`config.mk`:
```
export PLATFORM = sky130hd
export DESIGN_NAME = ultrasonic_scan_scheduler
export DESIGN_NICKNAME = d
export VERILOG_FILES = /design/src/rtl/ultrasonic_pkg.sv /design/src/rtl/echo_sync_edge.sv /design/src/rtl/ultrasonic_scan_scheduler.sv
export SDC_FILE = /design/constraint.sdc
export NUM_CORES = 1
export LEC_CHECK = 0
export ABC_AREA = 1
export CAP_MARGIN = 20
export CORE_ASPECT_RATIO = 0.6
export CORE_MARGIN = 3
export CORE_UTILIZATION = 30
export DETAILED_ROUTE_END_ITERATION = 7
export DONT_BUFFER_PORTS = 1
export RECOVER_POWER = 100
export SYNTH_ARGS = -nofsm -noshare
export SYNTH_HDL_FRONTEND = slang
export SYNTH_HIERARCHICAL = 1
export SYNTH_SLANG_ARGS = --single-unit
```
`constraint.sdc`:
```
create_clock -name clk_i -period 2.95 [get_ports clk_i]
set_input_delay 0.295 -clock clk_i [delete_from_list [all_inputs] [get_ports clk_i]]
set_output_delay 0.295 -clock clk_i [all_outputs]
set_load 0.02 [all_outputs]
```
`src/rtl/ultrasonic_pkg.sv`:
```
// Shared types and constants for the multi-channel ultrasonic ranging scheduler.
// Holds the slot FSM encoding, distance codes and a width helper.
package ultrasonic_pkg;

   typedef enum logic [2:0] {
      IDLE,
      TRIG,
      WAIT_RISE,
      MEASURE,
      HOLDOFF
   } state_t;

   localparam int          US_PER_CM    = 58;
   localparam logic [15:0] DIST_TIMEOUT = 16'hFFFF;
   localparam logic [15:0] DIST_MAX     = 16'hFFFE;

   function automatic int clog2(input int value);
      int r;
      r = 0;
      while ((1 << r) < value) r = r + 1;
      return r;
   endfunction

endpackage

```
`src/rtl/echo_sync_edge.sv`:
```
// Two-flop synchronizer for one raw echo pin with rise/fall pulses on the synced level.
// Edge pulses appear 2 clocks after the pin changes; no backpressure.
module echo_sync_edge (
   input  logic clk_i,
   input  logic rst_i,
   input  logic echo_i,
   output logic rise_o,
   output logic fall_o
);

   logic meta_q;
   logic sync_q;
   logic prev_q;

   always_ff @(posedge clk_i) begin
      if (!rst_i) begin
         meta_q <= 1'b0;
         sync_q <= 1'b0;
         prev_q <= 1'b0;
      end else begin
         meta_q <= echo_i;
         sync_q <= meta_q;
         prev_q <= sync_q;
      end
   end

   assign rise_o = sync_q & ~prev_q;
   assign fall_o = ~sync_q & prev_q;

endmodule

```
`src/rtl/ultrasonic_scan_scheduler.sv`:
```
// Round-robin scheduler sharing one trigger/echo/cm engine across NUM_CH sensors.
// One tagged result per slot, 3 clocks after the echo pin falls; no backpressure on results.
module ultrasonic_scan_scheduler #(
   parameter int NUM_CH     = 4,
   parameter int CYC_PER_US = 100,
   parameter int TRIG_US    = 10,
   parameter int SLOT_US    = 60000,
   parameter int RISE_TO_US = 5000,
   parameter int ECHO_TO_US = 30000,
   parameter int US_PER_CM  = ultrasonic_pkg::US_PER_CM,
   localparam int CH_W      = ultrasonic_pkg::clog2(NUM_CH)
) (
   input  logic              clk_i,
   input  logic              rst_i,
   input  logic              enable_i,
   input  logic [NUM_CH-1:0] ch_mask_i,
   input  logic [NUM_CH-1:0] echo_i,
   output logic [NUM_CH-1:0] trig_o,
   output logic              busy_o,
   output logic [CH_W-1:0]   cur_ch_o,
   output logic              dist_valid_o,
   output logic [CH_W-1:0]   dist_ch_o,
   output logic [15:0]       dist_cm_o,
   output logic              dist_to_o
);

   import ultrasonic_pkg::*;

   localparam int TRIG_CLK = TRIG_US * CYC_PER_US;
   localparam int SLOT_CLK = SLOT_US * CYC_PER_US;
   localparam int RISE_CLK = RISE_TO_US * CYC_PER_US;
   localparam int ECHO_CLK = ECHO_TO_US * CYC_PER_US;
   localparam int TMR_MAX0 = (TRIG_CLK > RISE_CLK) ? TRIG_CLK : RISE_CLK;
   localparam int TMR_MAX  = (TMR_MAX0 > ECHO_CLK + 1) ? TMR_MAX0 : ECHO_CLK + 1;
   localparam int TMR_W    = clog2(TMR_MAX + 1);
   localparam int SLOT_W   = clog2(SLOT_CLK + 1);
   localparam int PRE_W    = clog2(CYC_PER_US + 1);
   localparam int USC_W    = clog2(US_PER_CM + 1);

   logic [NUM_CH-1:0] rise_vec;
   logic [NUM_CH-1:0] fall_vec;

   for (genvar g = 0; g < NUM_CH; g++) begin : g_sync
      echo_sync_edge u_sync (
         .clk_i  (clk_i),
         .rst_i  (rst_i),
         .echo_i (echo_i[g]),
         .rise_o (rise_vec[g]),
         .fall_o (fall_vec[g])
      );
   end

   state_t            state_q, state_d;
   logic [CH_W-1:0]   cur_ch_q, cur_ch_d;
   logic              first_q, first_d;
   logic [TMR_W-1:0]  tmr_q, tmr_d;
   logic [SLOT_W-1:0] slot_q, slot_d;
   logic [PRE_W-1:0]  pre_q, pre_d;
   logic [USC_W-1:0]  usc_q, usc_d, usc_b;
   logic [15:0]       cm_q, cm_d, cm_b;
   logic              dist_valid_q;
   logic [CH_W-1:0]   dist_ch_q;
   logic [15:0]       dist_cm_q;
   logic              dist_to_q;

   logic              us_tick;
   logic              sel_ok;
   logic              rise_sel;
   logic              fall_sel;
   logic              launch;
   logic              meas_start;
   logic              emit;
   logic              emit_to;
   logic [CH_W-1:0]   pick;
   logic [CH_W-1:0]   idx_c;
   int                start;

   assign us_tick  = (pre_q == PRE_W'(CYC_PER_US - 1));
   assign pre_d    = us_tick ? '0 : pre_q + 1'b1;
   assign sel_ok   = enable_i && (ch_mask_i != '0);
   assign rise_sel = rise_vec[cur_ch_q];
   assign fall_sel = fall_vec[cur_ch_q];

   // Search starts strictly after cur_ch, except the first pick after reset which includes ch 0.
   always_comb begin
      pick  = cur_ch_q;
      idx_c = '0;
      start = first_q ? int'(cur_ch_q) : int'(cur_ch_q) + 1;
      for (int i = NUM_CH - 1; i >= 0; i--) begin
         idx_c = CH_W'((start + i) % NUM_CH);
         if (ch_mask_i[idx_c]) pick = idx_c;
      end
   end

   always_comb begin
      state_d    = state_q;
      cur_ch_d   = cur_ch_q;
      first_d    = first_q;
      tmr_d      = '0;
      slot_d     = (state_q == IDLE) ? '0 : slot_q + 1'b1;
      launch     = 1'b0;
      meas_start = 1'b0;
      emit       = 1'b0;
      emit_to    = 1'b0;
      unique case (state_q)
         IDLE: launch = sel_ok;
         TRIG: begin
            if (tmr_q == TMR_W'(TRIG_CLK - 1)) state_d = WAIT_RISE;
            else tmr_d = tmr_q + 1'b1;
         end
         WAIT_RISE: begin
            // The rise cycle itself is the first counted cycle of the echo width.
            if (rise_sel) begin
               state_d    = MEASURE;
               tmr_d      = TMR_W'(1);
               meas_start = 1'b1;
            end else if (tmr_q == TMR_W'(RISE_CLK - 1)) begin
               emit    = 1'b1;
               emit_to = 1'b1;
               state_d = HOLDOFF;
            end else begin
               tmr_d = tmr_q + 1'b1;
            end
         end
         MEASURE: begin
            if (fall_sel) begin
               emit    = 1'b1;
               state_d = HOLDOFF;
            end else if (tmr_q == TMR_W'(ECHO_CLK)) begin
               emit    = 1'b1;
               emit_to = 1'b1;
               state_d = HOLDOFF;
            end else begin
               tmr_d = tmr_q + 1'b1;
            end
         end
         HOLDOFF: begin
            if (slot_q >= SLOT_W'(SLOT_CLK - 1)) begin
               if (sel_ok) launch = 1'b1;
               else state_d = IDLE;
            end
         end
         default: state_d = IDLE;
      endcase
      if (launch) begin
         state_d  = TRIG;
         cur_ch_d = pick;
         first_d  = 1'b0;
         slot_d   = '0;
         tmr_d    = '0;
      end
   end

   always_comb begin
      usc_d = usc_q;
      cm_d  = cm_q;
      usc_b = meas_start ? '0 : usc_q;
      cm_b  = meas_start ? '0 : cm_q;
      if (meas_start || (state_q == MEASURE && !fall_sel)) begin
         usc_d = usc_b;
         cm_d  = cm_b;
         if (us_tick) begin
            if (usc_b == USC_W'(US_PER_CM - 1)) begin
               usc_d = '0;
               if (cm_b != DIST_MAX) cm_d = cm_b + 1'b1;
            end else begin
               usc_d = usc_b + 1'b1;
            end
         end
      end
   end

   always_ff @(posedge clk_i) begin
      if (!rst_i) begin
         state_q      <= IDLE;
         cur_ch_q     <= '0;
         first_q      <= 1'b1;
         tmr_q        <= '0;
         slot_q       <= '0;
         pre_q        <= '0;
         usc_q        <= '0;
         cm_q         <= '0;
         dist_valid_q <= 1'b0;
         dist_ch_q    <= '0;
         dist_cm_q    <= '0;
         dist_to_q    <= 1'b0;
      end else begin
         state_q      <= state_d;
         cur_ch_q     <= cur_ch_d;
         first_q      <= first_d;
         tmr_q        <= tmr_d;
         slot_q       <= slot_d;
         pre_q        <= pre_d;
         usc_q        <= usc_d;
         cm_q         <= cm_d;
         dist_valid_q <= emit;
         if (emit) begin
            dist_ch_q <= cur_ch_q;
            dist_cm_q <= emit_to ? DIST_TIMEOUT : cm_q;
            dist_to_q <= emit_to;
         end
      end
   end

   always_comb begin
      trig_o = '0;
      if (state_q == TRIG) trig_o[cur_ch_q] = 1'b1;
   end

   assign busy_o       = (state_q != IDLE);
   assign cur_ch_o     = cur_ch_q;
   assign dist_valid_o = dist_valid_q;
   assign dist_ch_o    = dist_ch_q;
   assign dist_cm_o    = dist_cm_q;
   assign dist_to_o    = dist_to_q;

endmodule
```
==> reports/summary.md <==
* share of post-route cells with drive strength above 1: 0.0855
* total wirelength of the detailed-routed design: 14.3 mm
* die area: 22100 sq um
* Max Transition Viols Final: 0
* final critical-path required period: 2660 ps
* router iterations before antenna repair: 6
* post-CTS clock slew at the launch and capture registers of the worst setup and hold paths: 80 ps
* global-route wire length before repair: 24.1 mm
* non-filler instance count after layout: 1143
* Clock Latency Late Sink: 360 ps
* status: finished, final reports clean
* clock tree from TritonCTS: yes
* number of buffers added by the clock tree synthesis step: 9
* area of the core: 19400 sq um
* Worst Max-Slew Pin Slew: 727 ps
* fraction of the cycle the final worst path needs: 0.900
* Avg Cell Area, Syn: 6.98 sq um
* worst-path maximum fanout: 17
* reported max-cap violation count: 0
* pin count of the biggest net entering global routing: 38
* VDD IR-drop max: 0.372 mV
* total of buffers placed on input and output ports: 0
* clock sink count: 112
* post-synthesis instance area: 6080 sq um
* Fmax: 377 MHz
* post-detailed-route via-to-cell ratio: 4.55
* post-route setup TNS: 0 ps
* leak pwr: 2.64 nW
* top library cells by usage in the layout, fill and taps aside: 201 x nand2_1, 134 x inv_1, 113 x nor2_1, 112 x dfxtp_1, 55 x nand3_1
* area growth from synthesis to final layout: 8.63%
* Post-Synthesis Net Count: 894
* register bit count reported by yosys: 112
* worst min path class: primary input to register
* total vias in the final route: 5200
* number of standard cells after synthesis: 871
* buffer cell driving the clock tree root: clkbuf_16
* required time at the endpoint of the critical path: 3210 ps
* Synth Flop Type: dfxtp_1
* CP Launch Type: register
* GRT Util Overall: 0.135
* placed cell count: 1126
* cell type with the highest occurrence count on the critical path: nand2_1
* Setup crit end kind: register
* drt first-iter violations: 344
* number of nets in the final layout: 895
* number of buffers on the longest clock path: 2
* H-tree depth: 3
* data arrival at the endpoint of the critical path: 2920 ps
* count of flip-flops with a built-in enable after synthesis: 0
* antenna violations before repair: 0
* Vert. Die Dim: 116 um
* worst path cell trace: clkbuf_1 > nand2_1 > nand3_1 > nand2_1 > nand2_1 > o21a_1 > o211ai_1 > nand2_1 > inv_1
* synth warn: 6
* I/O pins: 38
* post-route core utilization: 0.340
* slowest cell delay on critical path: 570 ps
* setup skew after layout: 11.3 ps
* filler cell count in the final layout: 2148
* number of global-route vias before repair: 4677
* n_diodes: 0
* wire length per cell: 12.5 um
* site row count: 39
* Initial Utilization: 0.313
* count of nets left with antenna violations after detail routing: 0
* power density over the cells: 588 nW/um^2
* headroom to the max-slew limit: 0.511
* Worst Setup Path Type: register to register
* horizontal extent of the die: 190 um
* number of hold-slack violations in the final timing report: 0
* total gr overflow: 0
* cell with the largest stage delay on the worst path: clkbuf_1
* Post-CTS Repair Setup Buffers: 0
* total DRC errors in the routed layout: 0
* async set-or-reset flop fraction in the synthesized netlist: 0
* placer's final routability congestion estimate: 0.927
* number of cells upsized or downsized after cts: 0
* power consumption: 3.88 mW
* HPWL after detailed placement: 11.1 mm
* most common library cell in the layout ignoring fill and taps: nand2_1
* RSZ-0062 raised after global routing: false
* sequential fraction of the synthesis area: 0.369
* count of distinct cell types in the synthesized netlist: 51
* final setup violation count: 0
-- power breakdown --
| group | internal [mW] | switching (mW) |
|---|---|---|
| clock network | 0.629 | 0.641 |
| registers | 1.58 | 0.0792 |
| logic | 0.269 | 0.687 |
-- metrics by stage --
step	hold slack [ps]	cell area [sq um]	setup slack, ps
detailed placement	372	6320	384
global placement	369	6320	480
finish	20.9	6600	294
CTS	9.04	6640	354
floorplan	388	6080	257
global route	13.1	6600	44.6
-- worst max-delay path, delay by kind of cell (launching register included) --
kind	cells	cell delay (ps)
compound gates	2	740
buf+inv	2	610
flops	1	410
simple gates	5	780
-- registers in the layout (all words and copies together) (netlist names) --
register	count
dist_to_o	1
first_q	1
state_q	3
slot_q	23
cm_q	16
g_sync.u_sync/meta_q	4
usc_q	6
dist_cm_o	16
dist_ch_o	2
g_sync.u_sync/sync_q	4
pre_q	7
dist_valid_o	1
cur_ch_o	2
tmr_q	22
g_sync.u_sync/prev_q	4
-- metal layers --
layer,track usage,part of all wire
met1,0.218,0.59
met2,0.171,0.35
met3,0.0408,0.057
met4,0.0266,0.0071
met5,0,0
-- cell families after synthesis --
| family | count (synthesis) | share of synthesized area |
|---|---|---|
| buf+inv | 156 | 0.109 |
| fa+ha+maj | 12 | 0.0247 |
| xor+xnor | 19 | 0.0305 |
| simple gates | 491 | 0.392 |
| flops | 112 | 0.369 |
| compound gates | 81 | 0.0748 |
-- cell type report --
cell class | count | area, sq um | area share
multi-input combinational | 603 | 3140 | 0.476
clock inverter | 6 | 72.6 | 0.0110
timing repair buffer | 7 | 43.8 | 0.00664
clock buffer | 10 | 239 | 0.0362
tap | 266 | 333 | 0.0504
inverter | 139 | 529 | 0.0802
sequential | 112 | 2240 | 0.340
-- what timing repair did --
| item | in CTS | in global routing |
|---|---|---|
| endpoints found under the setup margin | 0 | 0 |
| hold endpoints to repair | 1 | 0 |
| hold buffers | 1 | 0 |
-- Yosys cell counts (3+ instances only) --
cell type,instances,area share
nand2_1,200,0.12
inv_1,133,0.082
dfxtp_1,112,0.37
nor2_1,109,0.067
nand3_1,55,0.045
nor3_1,38,0.031
a21oi_1,37,0.030
o21ai_0,23,0.019
nand4_1,14,0.014
xor2_1,13,0.019
ha_1,12,0.025
nor4_1,11,0.011
nor2_2,10,0.010
nand2_2,9,0.0093
a31oi_1,7,0.0072
buf_2,7,0.0058
nand2_4,7,0.013
nor2_4,7,0.013
nand3_2,6,0.0099
nor3_2,6,0.0099
xnor2_1,5,0.0072
inv_2,4,0.0025
buf_6,3,0.0056
nor3b_2,3,0.0062
o211ai_1,3,0.0037
-- worst paths after layout --
path / start / to / slack (ps) / cells after the start
setup / recovery: cur_ch_o[0]$_SDFFE_PN0P_ / dist_cm_o[13]$_SDFFE_PN0P_ / 290 / 9
hold / removal: echo_i[2] / g_sync[2].u_sync/meta_q$_SDFF_PN0_ / 20 / 2
setup reg to reg: cur_ch_o[0]$_SDFFE_PN0P_ / dist_cm_o[13]$_SDFFE_PN0P_ / 290 / 9
hold reg to reg: g_sync[3].u_sync/meta_q$_SDFF_PN0_ / g_sync[3].u_sync/sync_q$_SDFF_PN0_ / 420 / 2
Note: power is estimated with default switching activity, not from simulation.
